`src/rtl/data_mem_arbiter_pkg.sv`:
```
// rtl/data_mem_arbiter_pkg.sv - shared types, port indices and address check for the data memory arbiter
package data_mem_arbiter_pkg;

    typedef enum logic [1:0] {
        ST_IDLE   = 2'd0,
        ST_ACCESS = 2'd1,
        ST_RESP   = 2'd2
    } state_t;

    localparam int PORT_CPU = 0;
    localparam int PORT_DMA = 1;

    // A word address is usable only when aligned and inside the populated memory.
    function automatic logic addr_illegal(input logic [31:0] addr, input logic [31:0] mem_words);
        return (addr[1:0] != 2'b00) || ({2'b00, addr[31:2]} >= mem_words);
    endfunction

endpackage

```
`src/rtl/data_mem_arbiter_if.sv`:
```
// rtl/data_mem_arbiter_if.sv - requester and data memory bundle seen by the arbiter
interface data_mem_arbiter_if;
    logic [1:0]  req_valid;
    logic [1:0]  req_write;
    logic [31:0] req_addr0;
    logic [31:0] req_addr1;
    logic [31:0] req_wdata0;
    logic [31:0] req_wdata1;
    logic [1:0]  req_ready;
    logic [1:0]  rsp_valid;
    logic        rsp_err;
    logic [31:0] rsp_rdata;
    logic        mem_read;
    logic        mem_write;
    logic [31:0] mem_address;
    logic [31:0] mem_write_data;
    logic [31:0] mem_read_data;

    // Requester side plus the memory model.
    modport master (
        output req_valid, req_write, req_addr0, req_addr1, req_wdata0, req_wdata1, mem_read_data,
        input  req_ready, rsp_valid, rsp_err, rsp_rdata, mem_read, mem_write, mem_address,
               mem_write_data
    );

    // Arbiter side.
    modport slave (
        input  req_valid, req_write, req_addr0, req_addr1, req_wdata0, req_wdata1, mem_read_data,
        output req_ready, rsp_valid, rsp_err, rsp_rdata, mem_read, mem_write, mem_address,
               mem_write_data
    );
endinterface

```
`src/rtl/data_mem_arbiter_rr_arbiter2.sv`:
```
// rtl/data_mem_arbiter_rr_arbiter2.sv - two-way round-robin / fixed-priority grant decode
module rr_arbiter2 (
    input  logic [1:0] req,
    input  logic       last_grant,
    input  logic       fixed_prio,
    output logic [1:0] gnt
);

    // On a tie the port that did not win last time gets the grant, unless port 0 is pinned.
    always_comb begin
        gnt = 2'b00;
        if (req == 2'b11) begin
            if (fixed_prio || last_grant) begin
                gnt = 2'b01;
            end else begin
                gnt = 2'b10;
            end
        end else begin
            gnt = req;
        end
    end

endmodule

```
`src/rtl/data_mem_arbiter.sv`:
```
// rtl/data_mem_arbiter.sv - shares the single-port data memory between CPU and DMA requesters
module data_mem_arbiter
    import data_mem_arbiter_pkg::*;
#(
    parameter int MEM_WORDS     = 4096,
    parameter int ACCESS_CYCLES = 1,
    parameter int FIXED_PRIO    = 0
) (
    input  logic                clk,
    input  logic                rst,
    data_mem_arbiter_if.slave   bus
);

    localparam int              CW       = (ACCESS_CYCLES > 1) ? $clog2(ACCESS_CYCLES) : 1;
    localparam logic [CW-1:0]   CNT_LOAD = CW'(ACCESS_CYCLES - 1);
    localparam logic [31:0]     WORDS    = 32'(MEM_WORDS);

    state_t        state;
    logic [CW-1:0] wait_cnt;
    logic          last_grant;
    logic          own;
    logic          lat_write;
    logic          lat_err;
    logic [1:0]    rsp_valid_q;
    logic          rsp_err_q;
    logic [31:0]   rsp_rdata_q;
    logic          mem_read_q;
    logic          mem_write_q;
    logic [31:0]   mem_addr_q;
    logic [31:0]   mem_wdata_q;

    logic [1:0]    gnt;
    logic [1:0]    ready;
    logic          hs;
    logic          sel;
    logic          sel_write;
    logic          sel_err;
    logic [31:0]   sel_addr;
    logic [31:0]   sel_wdata;

    rr_arbiter2 u_arb (
        .req        (bus.req_valid),
        .last_grant (last_grant),
        .fixed_prio (FIXED_PRIO != 0),
        .gnt        (gnt)
    );

    // The memory is busy in ACCESS, so no new request is accepted there.
    assign ready     = (state == ST_ACCESS) ? 2'b00 : gnt;
    assign hs        = |(bus.req_valid & ready);
    assign sel       = ready[PORT_DMA];
    assign sel_addr  = sel ? bus.req_addr1  : bus.req_addr0;
    assign sel_wdata = sel ? bus.req_wdata1 : bus.req_wdata0;
    assign sel_write = sel ? bus.req_write[PORT_DMA] : bus.req_write[PORT_CPU];
    assign sel_err   = addr_illegal(sel_addr, WORDS);

    // Request latch, wait-state counter, memory strobes and response register in one FSM.
    always_ff @(posedge clk or posedge rst) begin
        if (rst) begin
            state       <= ST_IDLE;
            wait_cnt    <= '0;
            last_grant  <= 1'b1;
            own         <= 1'b0;
            lat_write   <= 1'b0;
            lat_err     <= 1'b0;
            rsp_valid_q <= 2'b00;
            rsp_err_q   <= 1'b0;
            rsp_rdata_q <= '0;
            mem_read_q  <= 1'b0;
            mem_write_q <= 1'b0;
            mem_addr_q  <= '0;
            mem_wdata_q <= '0;
        end else begin
            rsp_valid_q <= 2'b00;
            case (state)
                ST_IDLE, ST_RESP: begin
                    if (hs) begin
                        state       <= ST_ACCESS;
                        wait_cnt    <= CNT_LOAD;
                        last_grant  <= sel;
                        own         <= sel;
                        lat_write   <= sel_write;
                        lat_err     <= sel_err;
                        mem_addr_q  <= sel_addr;
                        mem_wdata_q <= sel_wdata;
                        mem_read_q  <= !sel_write && !sel_err;
                        // With no wait states the only ACCESS cycle is also the write cycle.
                        mem_write_q <= sel_write && !sel_err && (ACCESS_CYCLES == 1);
                    end else begin
                        state <= ST_IDLE;
                    end
                end
                ST_ACCESS: begin
                    if (wait_cnt == '0) begin
                        state       <= ST_RESP;
                        mem_read_q  <= 1'b0;
                        mem_write_q <= 1'b0;
                        rsp_valid_q <= own ? 2'b10 : 2'b01;
                        rsp_err_q   <= lat_err;
                        rsp_rdata_q <= (!lat_write && !lat_err) ? bus.mem_read_data : 32'd0;
                    end else begin
                        wait_cnt    <= wait_cnt - 1'b1;
                        // Raise the write strobe only for the last ACCESS cycle.
                        mem_write_q <= lat_write && !lat_err && (wait_cnt == CW'(1));
                    end
                end
                default: begin
                    state <= ST_IDLE;
                end
            endcase
        end
    end

    assign bus.req_ready      = ready;
    assign bus.rsp_valid      = rsp_valid_q;
    assign bus.rsp_err        = rsp_err_q;
    assign bus.rsp_rdata      = rsp_rdata_q;
    assign bus.mem_read       = mem_read_q;
    assign bus.mem_write      = mem_write_q;
    assign bus.mem_address    = mem_addr_q;
    assign bus.mem_write_data = mem_wdata_q;

endmodule

```
`src/flat_wrapper.sv`:
```
// flat-port wrapper written by rule: the top's interface ports become plain ports
module data_mem_arbiter_flat import data_mem_arbiter_pkg::*;
#(
    parameter int MEM_WORDS     = 4096,
    parameter int ACCESS_CYCLES = 1,
    parameter int FIXED_PRIO    = 0
)
  (clk, rst, bus_req_valid, bus_req_write, bus_req_addr0, bus_req_addr1, bus_req_wdata0, bus_req_wdata1, bus_mem_read_data, bus_req_ready, bus_rsp_valid, bus_rsp_err, bus_rsp_rdata, bus_mem_read, bus_mem_write, bus_mem_address, bus_mem_write_data);
  data_mem_arbiter_if bus_i ();
  input  logic clk;
  input  logic rst;
  input wire logic [$bits(bus_i.req_valid)-1:0] bus_req_valid;
  input wire logic [$bits(bus_i.req_write)-1:0] bus_req_write;
  input wire logic [$bits(bus_i.req_addr0)-1:0] bus_req_addr0;
  input wire logic [$bits(bus_i.req_addr1)-1:0] bus_req_addr1;
  input wire logic [$bits(bus_i.req_wdata0)-1:0] bus_req_wdata0;
  input wire logic [$bits(bus_i.req_wdata1)-1:0] bus_req_wdata1;
  input wire logic [$bits(bus_i.mem_read_data)-1:0] bus_mem_read_data;
  output wire logic [$bits(bus_i.req_ready)-1:0] bus_req_ready;
  output wire logic [$bits(bus_i.rsp_valid)-1:0] bus_rsp_valid;
  output wire logic [$bits(bus_i.rsp_err)-1:0] bus_rsp_err;
  output wire logic [$bits(bus_i.rsp_rdata)-1:0] bus_rsp_rdata;
  output wire logic [$bits(bus_i.mem_read)-1:0] bus_mem_read;
  output wire logic [$bits(bus_i.mem_write)-1:0] bus_mem_write;
  output wire logic [$bits(bus_i.mem_address)-1:0] bus_mem_address;
  output wire logic [$bits(bus_i.mem_write_data)-1:0] bus_mem_write_data;
  assign bus_i.req_valid = bus_req_valid;
  assign bus_i.req_write = bus_req_write;
  assign bus_i.req_addr0 = bus_req_addr0;
  assign bus_i.req_addr1 = bus_req_addr1;
  assign bus_i.req_wdata0 = bus_req_wdata0;
  assign bus_i.req_wdata1 = bus_req_wdata1;
  assign bus_i.mem_read_data = bus_mem_read_data;
  assign bus_req_ready = bus_i.req_ready;
  assign bus_rsp_valid = bus_i.rsp_valid;
  assign bus_rsp_err = bus_i.rsp_err;
  assign bus_rsp_rdata = bus_i.rsp_rdata;
  assign bus_mem_read = bus_i.mem_read;
  assign bus_mem_write = bus_i.mem_write;
  assign bus_mem_address = bus_i.mem_address;
  assign bus_mem_write_data = bus_i.mem_write_data;
  data_mem_arbiter #(.MEM_WORDS(MEM_WORDS), .ACCESS_CYCLES(ACCESS_CYCLES), .FIXED_PRIO(FIXED_PRIO)) u_core (.clk(clk), .rst(rst), .bus(bus_i));
endmodule
```
`config.mk`:
```
export PLATFORM = sky130hd
export DESIGN_NAME = data_mem_arbiter_flat
export DESIGN_NICKNAME = d
export VERILOG_FILES = /design/src/rtl/data_mem_arbiter_pkg.sv /design/src/rtl/data_mem_arbiter_if.sv /design/src/rtl/data_mem_arbiter_rr_arbiter2.sv /design/src/rtl/data_mem_arbiter.sv /design/src/flat_wrapper.sv
export SDC_FILE = /design/constraint.sdc
export NUM_CORES = 1
export LEC_CHECK = 0
export ABC_AREA = 1
export CAP_MARGIN = 40
export CELL_PAD_IN_SITES_DETAIL_PLACEMENT = 1
export CELL_PAD_IN_SITES_GLOBAL_PLACEMENT = 2
export CORE_MARGIN = 2
export CORE_UTILIZATION = 22
export CTS_CLUSTER_SIZE = 40
export DETAILED_ROUTE_END_ITERATION = 10
export PLACE_DENSITY_LB_ADDON = 0.1
export SYNTH_ARGS = -nofsm -noshare
export SYNTH_HDL_FRONTEND = slang
export SYNTH_SLANG_ARGS = --single-unit
```
`constraint.sdc`:
```
create_clock -name clk -period 8.1 [get_ports clk]
set_input_delay 2.43 -clock clk [delete_from_list [all_inputs] [get_ports clk]]
set_output_delay 2.43 -clock clk [all_outputs]
set_load 0.1 [all_outputs]
```
==> results of run 1 <==
## synthesized netlist by cell type (2+ instances only)
cell and n:
sky130_fd_sc_hd__nand2_1 202, sky130_fd_sc_hd__buf_6 3, sky130_fd_sc_hd__a31oi_1 20, sky130_fd_sc_hd__o21ai_0 47, sky130_fd_sc_hd__clkbuf_1 16, sky130_fd_sc_hd__buf_2 23
sky130_fd_sc_hd__inv_1 28, sky130_fd_sc_hd__nor2_1 79, sky130_fd_sc_hd__dfrtp_1 106, sky130_fd_sc_hd__nand3_1 6, sky130_fd_sc_hd__a21oi_1 65, sky130_fd_sc_hd__nand2_2 2
sky130_fd_sc_hd__nand4_1 22
## power by group through the flow
stage          logic [mW]  registers [mW]  clock network, mW
6_report             1.74           0.692              0.451
5_1_grt              1.81           0.706              0.487
4_1_cts              1.75           0.694              0.468
3_5_place_dp         1.75           0.704                  0
3_3_place_gp         1.28           0.697                  0
2_1_floorplan       0.221            1.39                  0
## per-layer routing
metal | part of all wire | wire (um)
met1 | 0.43 | 9180
met2 | 0.50 | 10600
met3 | 0.052 | 1100
met4 | 0.014 | 290
met5 | 0.00061 | 13
## cells by family (layout without fill, tap and decap cells)
| logic type | Yosys count | in the layout | synth area share |
|---|---|---|---|
| DFF | 107 | 107 | 0.540 |
| buffers and inverters | 72 | 422 | 0.0656 |
| and+or+nand+nor | 314 | 314 | 0.255 |
| AOI/OAI and AO/OA | 133 | 133 | 0.139 |
## how the worst max path moves through the flow
stage | start | endpoint | depth (start not counted)
6_report | bus_req_valid[0] | bus_req_ready[1] | 5
5_1_grt | bus_req_valid[0] | bus_req_ready[1] | 5
4_1_cts | bus_req_valid[0] | bus_req_ready[1] | 5
3_5_place_dp | bus_req_valid[0] | bus_req_ready[1] | 5
3_3_place_gp | bus_req_valid[1] | bus_req_ready[0] | 3
2_1_floorplan | bus_req_valid[1] | bus_req_ready[0] | 3
## placed cells by master, fill, tap and decap left out
cell type / instances
sky130_fd_sc_hd__a21oi_1: 65
sky130_fd_sc_hd__a31oi_1: 20
sky130_fd_sc_hd__buf_12: 2
sky130_fd_sc_hd__buf_16: 46
sky130_fd_sc_hd__buf_4: 6
sky130_fd_sc_hd__buf_8: 58
sky130_fd_sc_hd__clkbuf_16: 9
sky130_fd_sc_hd__clkdlybuf4s50_1: 266
sky130_fd_sc_hd__clkinv_4: 1
sky130_fd_sc_hd__clkinvlp_4: 1
sky130_fd_sc_hd__dfrtp_1: 106
sky130_fd_sc_hd__dfstp_2: 1
sky130_fd_sc_hd__inv_1: 26
sky130_fd_sc_hd__inv_2: 1
sky130_fd_sc_hd__inv_4: 1
sky130_fd_sc_hd__inv_6: 2
sky130_fd_sc_hd__inv_8: 3
sky130_fd_sc_hd__nand2_1: 202
sky130_fd_sc_hd__nand2_2: 2
sky130_fd_sc_hd__nand3_1: 6
sky130_fd_sc_hd__nand3_4: 1
sky130_fd_sc_hd__nand4_1: 22
sky130_fd_sc_hd__nor2_1: 78
sky130_fd_sc_hd__nor2_2: 1
sky130_fd_sc_hd__nor2_4: 1
sky130_fd_sc_hd__o21ai_0: 47
sky130_fd_sc_hd__o21ai_1: 1
sky130_fd_sc_hd__or2_1: 1
## registers in the layout, summed over array words and instances (netlist names)
register,count
u_core.bus.mem_address,32
u_core.bus.mem_write_data,32
u_core.bus.rsp_rdata,32
u_core.bus.rsp_valid,2
u_core.state,2
u_core.bus.mem_read,1
u_core.bus.mem_write,1
u_core.bus.rsp_err,1
u_core.last_grant,1
u_core.lat_err,1
u_core.lat_write,1
u_core.own,1
## layout make-up
cell class | instances | area (um2)
tap | 280 | 350
clock buffer | 9 | 225
sequential | 107 | 2680
multi-input combinational | 447 | 1960
fill | 2426 | 11700
inverter | 28 | 108
timing repair buffer | 378 | 4880
clock inverter | 7 | 67.6
## critical path: stages
cell and delay [ps]:
sky130_fd_sc_hd__clkdlybuf4s50_1 470, sky130_fd_sc_hd__nand2_2 400, sky130_fd_sc_hd__nand3_4 110, sky130_fd_sc_hd__inv_1 160
sky130_fd_sc_hd__buf_12 190
## per-stage QoR
stage / total power, mW / worst slack (ps) / utilization / hold slack [ps]
after floorplan: 1.61 / 1430 / - / 403
after global placement: 1.98 / 1620 / 0.356 / 421
after detailed placement: 2.45 / 1920 / 0.455 / 419
after CTS: 2.92 / 1900 / 0.468 / 446
after global routing: 3.00 / 1800 / 0.468 / 482
final: 2.88 / 1900 / 0.468 / 449
==> flow_summary.toml, run 1 <==
[status]
result_of_the_run = "finished clean"

[die]
height_of_the_die_um = 154
floorplan.initialDensity = 0.226
fp.dieArea_um2 = 23800
num_io_pins = 269
placement_rows = 54
chipWidth_um = 154
core_area_um2 = 22000

[sta]
count_of_final_max_slew_check_failures = 0
timing.final.crit_period_ps = 6200
timing.slew.headroom = 0.414
setup_tns_ps = 0
final_hold_viol_count = 0
timing.fmax_mhz = 161
worst_clock_skew_ps = 18.1
setup_violations = 0
min_period_over_period = 0.766
grt_setup_unrepaired = "no"
max_slew.worst_pin.slew_ps = 880

[placement]
routabilityCongestion = 0.752
detailed_place.area_um2 = 9980
dpl.hpwl_um = 16200
number_of_placed_instances_taps_included = 1240
placement.io_buffers = 268

[clock_tree]
clock_insertion_delay_worst_skew_ps = 360
postCtsSetupRepairBufs = 0
tritoncts_num_sinks = 107
clk_path_buf_depth = 2
cts_hold_buffers = 0
cts_resized = 0
htreeDepth = 3
clk_transition_reported_paths_ps = 80
cts-buffers-inserted = 9
cts_tree = "built"
clk_root_buffer_cell = "sky130_fd_sc_hd__clkbuf_16"

[detailed_routing]
antenna_violating_nets_post_route = 0
dr.pass1.iters = 6
via_per_inst = 4.48
routed_wire_length_per_instance_um = 16.9
dr_total_vias = 5622
totalWireLength_um = 21200
drt_drc_violations_left = 0
detail_route.iter0.violations = 173

[global_route]
final_global_route_overflow_total = 0
grt_start_max_net_pins = 80
grt_antenna_before_repair = 1
grt_first_pass_wirelength_um = 34400
gr-usage-all-layers = 0.183
global_route.usage.met1 = 0.231
vias_in_the_first_global_route = 6358
met2_track_usage_gr = 0.323
grt_busiest_layer = "met2"
met3_usage = 0.0358

[hold_path]
holdPathStages = 1
hold_path.startpoint = "u_core.own"
hold_end = "u_core.bus.rsp_valid[0]"
hold_path.class = "reg -> reg"

[yosys]
synth.yosys.warnings = 0
postSynthCellCount = 626
synth.area.top_cells = "sky130_fd_sc_hd__dfrtp_1, sky130_fd_sc_hd__nand2_1, sky130_fd_sc_hd__a21oi_1"
post-synth-top-area-fraction = 0.535
ys_seq_elements = 107
ys_seq_area_frac = 0.540
post_synth_edffs = 0
syn_avg_cell_area_um2 = 7.92
fraction_of_registers_with_async_set_or_reset_after_synthesis = 1.00
netlist.top_cell.by_area = "sky130_fd_sc_hd__dfrtp_1"
synth-main-ff-cell = "sky130_fd_sc_hd__dfrtp_1"
synthesis.nets = 792
yosysUniqueCellTypes = 20
post_synthesis_instance_area_um2 = 4960

[layout]
nets = 1137
post_layout_nonfiller_instances = 1256
areaGrowthSynthToFinish_pct = 107
fin_area_um2 = 10300
antenna_cells = 0
post_route_cells_drive_above_1_share = 0.139

[power]
combinationalPowerShare = 0.603
power.switching_mw = 1.35
sw_frac_of_total = 0.469
cell_internal_power_mw = 1.53
total_leakage_power_nw = 4.43
ir_worst_vdd_v = 0.000120
pwr-share-clk = 0.157
share_seq_of_total_power = 0.240
power-per-cell-area_nw_per_um2 = 280

[flow_run]
cap_viol_max_count = 0

[setup_path]
timing.reg2reg.setup_slack_ps = 5030
reg2regPathDepth = 12
timing.critical_path.required_ps = 5670
worstSetupStartpointType = "input pin"
cp_data_arrival_time_ps = 3770
reg2reg_from = "u_core.state[0]"
worst-setup-path-type = "in -> out"
critPathCaptureType = "output pin"
reg2reg_to = "u_core.bus.mem_write"
maximum_fanout_encountered_on_the_critical_timing_path = 23
No activity file was read; power rests on OpenSTA's default activity.
==> run 2, diff against run 1 <==
CORE_UTILIZATION = 20   (was 22)
clock period = 6.2 ns   (was 8.1 ns; I/O delays follow)
==> run 2 against run 1 <==
  * Critical path depth is the same
  * Combinational power is 30% higher
  * Worst setup slack worse by 820 ps
  * Power grew 31%
  * Sequential power increased by 30%
  * Via count is 0.57% lower
  * Largest cell class unchanged
  * Clock skew shrank 1.5 ps
  * Sequential share of layout area decreased by 0.19 points
==> flow_summary.toml, run 2 (synthesized netlist as in run 1, its figures left out) <==
[status]
result_of_the_run = "finished clean"

[hold_path]
holdPathStages = 1
hold_end = "u_core.bus.rsp_valid[0]"
hold_path.startpoint = "u_core.own"
hold_path.class = "reg -> reg"

[setup_path]
critical_path.n_buffers_inverters = 3
cpPeakStageDelay_ps = 450
cp_data_arrival_time_ps = 3270
timing.critical_path.required_ps = 4340
slowest_cp_cell = "sky130_fd_sc_hd__clkdlybuf4s50_1"
worstSetupStartpointType = "input pin"
family_with_the_most_delay_on_the_worst_path = "buffers and inverters"
reg2reg_to = "u_core.bus.mem_read"
critPathCaptureType = "output pin"
reg2regPathDepth = 11
timing.reg2reg.setup_slack_ps = 3480
reg2reg_from = "u_core.last_grant"
maximum_fanout_encountered_on_the_critical_timing_path = 23
worst-setup-path-type = "in -> out"
path_cells = "clkdlybuf4s50_1 > nand2_2 > nand3_4 > inv_1 > buf_12"

[clock_tree]
tritoncts_num_sinks = 107
postCtsSetupRepairBufs = 0
clk_root_buffer_cell = "sky130_fd_sc_hd__clkbuf_16"
cts_hold_buffers = 0
cts_tree = "built"
cts_resized = 0
cts-buffers-inserted = 9
clk_transition_reported_paths_ps = 70
clock_insertion_delay_worst_skew_ps = 350
clk_path_buf_depth = 2
htreeDepth = 3

[layout]
fin_area_um2 = 10400
layout_common_cells = "sky130_fd_sc_hd__clkdlybuf4s50_1, sky130_fd_sc_hd__nand2_1, sky130_fd_sc_hd__dfrtp_1, sky130_fd_sc_hd__nor2_1, sky130_fd_sc_hd__a21oi_1"
areaGrowthSynthToFinish_pct = 109
nFillCells = 2729
post_route_cells_drive_above_1_share = 0.140
nets = 1138
layout_commonest_cell = "sky130_fd_sc_hd__clkdlybuf4s50_1"

[sta]
timing.slew.headroom = 0.416
count_of_final_max_slew_check_failures = 0
timing.fmax_mhz = 195
timing.final.crit_period_ps = 5130
max_slew.worst_pin.slew_ps = 876
worst_clock_skew_ps = 16.6
setup_violations = 0
grt_setup_unrepaired = "no"
setup_tns_ps = 0
min_period_over_period = 0.827
final_hold_viol_count = 0

[placement]
detailed_place.area_um2 = 10000
routabilityCongestion = 0.791
placement.io_buffers = 268
dpl.hpwl_um = 16400

[die]
core_area_um2 = 24300
height_of_the_die_um = 161
fp.dieArea_um2 = 26100
num_io_pins = 269
floorplan.initialDensity = 0.204
chipWidth_um = 161
placement_rows = 57

[global_route]
grt_first_pass_wirelength_um = 34700
final_global_route_overflow_total = 0
vias_in_the_first_global_route = 6234
grt_start_max_net_pins = 80
grt_antenna_before_repair = 3
gr-usage-all-layers = 0.169

[detailed_routing]
via_per_inst = 4.29
routed_wire_length_per_instance_um = 16.6
dr_total_vias = 5590
antenna_violating_nets_post_route = 0
detail_route.iter0.violations = 249
dr.pass1.iters = 4
drt_drc_violations_left = 0
totalWireLength_um = 21700

[power]
total_leakage_power_nw = 4.45
ir_worst_vdd_v = 0.000196
power-per-cell-area_nw_per_um2 = 364

[flow_run]
cap_viol_max_count = 0
[run 2: power breakdown]
| part | internal [mW] | switching, mW | leakage [nW] | total [mW] |
|---|---|---|---|---|
| clock | 0.310 | 0.280 | 0.150 | 0.589 |
| sequential | 0.829 | 0.0735 | 1.30 | 0.902 |
| combinational | 0.883 | 1.39 | 2.99 | 2.27 |
[run 2: final cells by class]
cell class                 instances  area, um2  share of cell area
clock buffer                      12        267              0.0257
sequential                       107       2680               0.259
tap                              324        405              0.0392
inverter                          28        108              0.0104
antenna                            2       5.00            0.000483
multi-input combinational        447       1960               0.190
clock inverter                     4       31.3             0.00302
timing repair buffer             379       4890               0.473
[run 2: worst max-delay path by stage]
stage | start | cells after the start | end | slack [ps]
4_1_cts | bus_req_valid[0] | 5 | bus_req_ready[1] | 1070
5_1_grt | bus_req_valid[0] | 5 | bus_req_ready[1] | 990
2_1_floorplan | bus_req_valid[1] | 3 | bus_req_ready[0] | 670
6_report | bus_req_valid[0] | 5 | bus_req_ready[1] | 1070
3_3_place_gp | bus_req_valid[0] | 5 | bus_req_ready[1] | 1080
3_5_place_dp | bus_req_valid[0] | 5 | bus_req_ready[1] | 1080
[run 2: metrics by stage]
stage                     hold WS (ps)  worst slack, ps  total power, mW   util  instances
after floorplan                    403              670             2.11      -        626
after global placement             413             1080             2.59  0.326       1182
after detailed placement           421             1080             3.21  0.413       1285
after CTS                          432             1070             3.82  0.425       1301
after global routing               457              989             3.93  0.426       1302
final                              427             1070             3.76  0.426       1303
[run 2: metal layers]
layer / share of wire / global-route usage
met5: 0.00060 / 0
met4: 0.014 / 0.0422
met3: 0.041 / 0.0300
met2: 0.51 / 0.293
met1: 0.44 / 0.218
==> patch 1 (config.mk and constraints of run 2) <==
Encoding of `state_t`: now one-hot (3 bits for 3 states).
--- a/src/rtl/data_mem_arbiter_pkg.sv
+++ b/src/rtl/data_mem_arbiter_pkg.sv
@@ -2,8 +2,8 @@
 package data_mem_arbiter_pkg;
 
-    typedef enum logic [1:0] {
-        ST_IDLE   = 2'd0,
-        ST_ACCESS = 2'd1,
-        ST_RESP   = 2'd2
+    typedef enum logic [2:0] {
+        ST_IDLE   = 3'b001,
+        ST_ACCESS = 3'b010,
+        ST_RESP   = 3'b100
     } state_t;
 
Function: no difference found for any inputs over 4 cycles, from zero or initial values and one cycle with rst high; so few cycles prove little.
==> patch 1 against run 2 <==
Cell area down 0.17%; area after synthesis up 0.68%; sequential cell count up 1; worst setup slack better by 0.082 ns; wire length down 5.3%; critical path type unchanged; highest routed layer is now met4.
Power is not shown: default switching activity piles up to over one toggle a cycle in this logic, so the estimate is an artifact.
==> patch 1: results (changes against run 2) <==
Seq/total area - 0.262 (+0.00298)
top layer reached by signal wires - met4
Signal buf overhead - 0.470 (-0.00235)
gpl congestion - 0.769 (-2.9%)
Clock Skew - 0.00767 ns (-0.00891 ns)
CP arrival - 3.18 ns (-0.09 ns)
DR WL met3 - 1390 um (+57%)
placed wire-length estimate - 15,600 um (-4.7%)
first-pass GRT wire length - 33,300 um (-4.1%)
Mapped Nets - 791 (-0.13%)
fillers - 2,753 (+0.88%)
clock-cell share of area - 0.0270 (-0.00177)
status - complete, no violations
Multi-input comb cells - 455 (+1.8%)
share of post-route cells with drive strength above 1 - 0.142 (+0.00205)
met3 usage - 0.0465 (+0.0164)
post-placement setup slack - 0.914 ns (-0.162 ns)
Non-clk bufs - 377 (-0.53%)
final WL - 20,500 um (-5.3%)
Diodes inserted - 0 (-2)
number of global-route vias before repair - 6,145 (-1.4%)
GRT Util Overall - 0.161 (-0.00837)
Compound-Gate Fraction of Synth Area - 0.119 (-0.0202)
num sequential - 108 (+0.93%)
count of cell types in the netlist - 23 (+15%)
multi-input combinational area share - 0.193 (+0.00383)
syn_area_per_cell - 7.99 um^2 (+0.84%)
WL met2 - 10,100 um (-8.0%)
grt met1 use - 0.200 (-0.0177)
Worst-Skew Late Latency - 0.36 ns
initial antenna violation count - 0 (-3)
transition time of the tightest slew-check pin - 0.821 ns (-0.0548 ns)
pin count of the biggest net entering global routing - 73 (-8.8%)
via count - 5,500 (-1.6%)
inverter count - 21 (-25%)
met2 Use GR - 0.277 (-0.0161)
CTS Buf Count - 9 (unchanged)
leading cell types by count after synthesis - nand2_1 (240), dfrtp_1 (106), nor2_1 (79), a31oi_1 (52), o21ai_0 (46)
Design Area, Final - 10,300 um^2 (-0.17%)
Starting DRT DRC Count - 282 (+13%)
sequential share of the synthesized area - 0.542 (+0.00161)
CP delay by family, top - buffers and inverters
largest cells by area after synthesis - dfrtp_1 (53%), nand2_1 (18%), a31oi_1 (6.5%), nor2_1 (5.9%), o21ai_0 (4.6%)
patch 1: cell count changes in the layout (fill, tap and decap cells not counted), sizes merged, moves of 7 or more:
cell,change
a21oi,-64
nand2,+38
a31oi,+32
nand4,-22
nand3,+14
inv,-8
nand3b,+7
patch 1: final timing paths:
path	cells past startpoint	end	from	slack (ns)
setup / recovery	7	bus_req_ready[1]	bus_req_valid[1]	1.16
hold / removal	1	u_core.bus.rsp_valid[0]	u_core.own	0.42
setup reg to reg	10	u_core.bus.mem_write_data[7]	u_core.state[2]	2.54
hold reg to reg	1	u_core.bus.rsp_valid[0]	u_core.own	0.42
max in group asynchronous	3	u_core.bus.mem_write_data[5]	rst	3.60
min in group asynchronous	2	u_core.bus.mem_write_data[18]	rst	1.85
patch 1: cells by family (layout without fill, tap and decap cells):
family          after synthesis  count (layout)
compound gates              102             102
buf+inv                      62             414
flops                       108             108
simple gates                353             353
==> patch 2 (flow settings as in run 2) <==
Without the edit above. `MEM_WORDS` is set to 4096 in 2 places; all go to 2048.
--- a/src/rtl/data_mem_arbiter.sv
+++ b/src/rtl/data_mem_arbiter.sv
@@ -3,5 +3,5 @@
     import data_mem_arbiter_pkg::*;
 #(
-    parameter int MEM_WORDS     = 4096,
+    parameter int MEM_WORDS     = 2048,
     parameter int ACCESS_CYCLES = 1,
     parameter int FIXED_PRIO    = 0
--- a/src/flat_wrapper.sv
+++ b/src/flat_wrapper.sv
@@ -2,5 +2,5 @@
 module data_mem_arbiter_flat import data_mem_arbiter_pkg::*;
 #(
-    parameter int MEM_WORDS     = 4096,
+    parameter int MEM_WORDS     = 2048,
     parameter int ACCESS_CYCLES = 1,
     parameter int FIXED_PRIO    = 0
Behaviour: not the same (Yosys sat finds a counterexample within 4 cycles, from zero or initial values and one cycle with rst high).
==> patch 2 against run 2 <==
Wire length shrank 0.85%; critical endpoint unchanged; largest power group unchanged; area after synthesis down 0.53%; combinational power rose by 8%; worst setup slack got worse by 0.0022 ns; sequential cell count unchanged; cell area is 0.59% lower; global-route usage decreased by 0.16 points; cell count is 0.46% lower; via count shrank 0.13%; non-clock buffer count unchanged; hold slack improved by 0.012 ns; power rose by 5.9%.
==> patch 2: results (changes against run 2) <==
status - complete, no violations
# nets final - 1,135 (-0.26%)
initial antenna violation count - 0 (-3)
Max rail drop VDD - 0.000223 V (+14%)
Max Freq - 195 MHz (about the same)
reg2reg path depth - 12 (+1)
FF-to-FF End - u_core.lat_err
Worst R2R Start - u_core.state[0]
share of post-route cells with drive strength above 1 - 0.142 (+0.00160)
Diodes inserted - 0 (-2)
Mapped Nets - 788 (-0.51%)
Vias/cell - 4.30 (+0.34%)
pin count of the biggest net entering global routing - 93 (+16%)
class of the worst hold path - flop to flop
Synth Warn # - 0 (unchanged)
Area after DPL - 9990 um^2 (-0.57%)
via count - 5,583 (-0.13%)
placed instance count - 1,282 (-0.23%)
Clock Skew - 0.0113 ns (-0.00524 ns)
first-pass GRT wire length - 34,600 um (-0.38%)
placed wire-length estimate - 15,800 um (-3.5%)
Critical Path End - bus_req_ready[1]
Compound-Gate Fraction of Synth Area - 0.142 (+0.00226)
switching power - 0.00187 W (+7.5%)
transition time of the tightest slew-check pin - 0.873 ns (-0.00281 ns)
Starting DRT DRC Count - 204 (-18%)
GRT Util Overall - 0.168 (-0.00158)
Synth Area in Adders - 0 (unchanged)
syn_area_per_cell - 7.93 um^2 (+0.11%)
leading cell types by count after synthesis - nand2_1 (206), dfrtp_1 (106), nor2_1 (67), a21oi_1 (65), o21ai_0 (46)
final WL - 21,500 um (-0.85%)
post-placement setup slack - 1.07 ns (-0.00206 ns)
r2r setup slk - 3.53 ns (+0.05 ns)
H-Tree Depth - 3 (unchanged)
largest cells by area after synthesis - dfrtp_1 (54%), nand2_1 (16%), a21oi_1 (6.6%), nor2_1 (5.1%), o21ai_0 (4.7%)
sequential share of the synthesized area - 0.543 (+0.00288)
Pleak - 4.47 nW (+0.54%)
number of global-route vias before repair - 6,327 (+1.5%)
[patch 2: cell count changes after synthesis, moves of 2 or more]
| cell | before | now |
|---|---|---|
| nor2_1 | 79 | 67 |
| buf_4 | 1 | 5 |
| inv_1 | 28 | 32 |
| nand2_1 | 202 | 206 |
| buf_6 | 3 | 0 |
| buf_2 | 23 | 21 |
| inv_2 | 0 | 2 |
| o21ai_1 | 1 | 3 |
[patch 2: power groups by stage]
stage / sequential [W] / combinational (W) / clock [W]
global placement: 0.000932 / 0.00181 / 0
global route: 0.000942 / 0.00255 / 0.000659
CTS: 0.000925 / 0.00248 / 0.000641
floorplan: 0.00193 / 0.000295 / 0
detailed placement: 0.000937 / 0.00247 / 0
finish: 0.000922 / 0.00245 / 0.000610
[patch 2: per-layer routing]
| metal | part of all wire | routed length (um) | vias up | global-route usage |
|---|---|---|---|---|
| li1 | - | - | 2701 | - |
| met1 | 0.43 | 9290 | 2705 | 0.209 |
| met2 | 0.50 | 10700 | 157 | 0.290 |
| met3 | 0.052 | 1120 | 20 | 0.0388 |
| met4 | 0.019 | 416 | 0 | 0.0459 |
| met5 | 0 | 0 | - | 0 |
[patch 2: kinds of logic (layout without fill, tap and decap cells)]
family	count (synthesis)	count (layout)
AND/OR/NAND/NOR	304	304
AO/OA/AOI/OAI	134	134
flip-flops	107	107
buffers and inverters	77	428
[patch 2: worst max-delay path: cells and delay by family]
family / cells / cell delay [ns]
buffers and inverters: 3 / 0.82
AND/OR/NAND/NOR: 2 / 0.58
[patch 2: area by class of cell]
type                            instances  area, um^2
Clock buffer                           10         239
Clock inverter                          5        60.1
Fill cell                            2713       14000
Inverter                               34         130
Multi-Input combinational cell        438        1930
Sequential cell                       107        2680
Tap cell                              324         405
Timing Repair Buffer                  379        4840
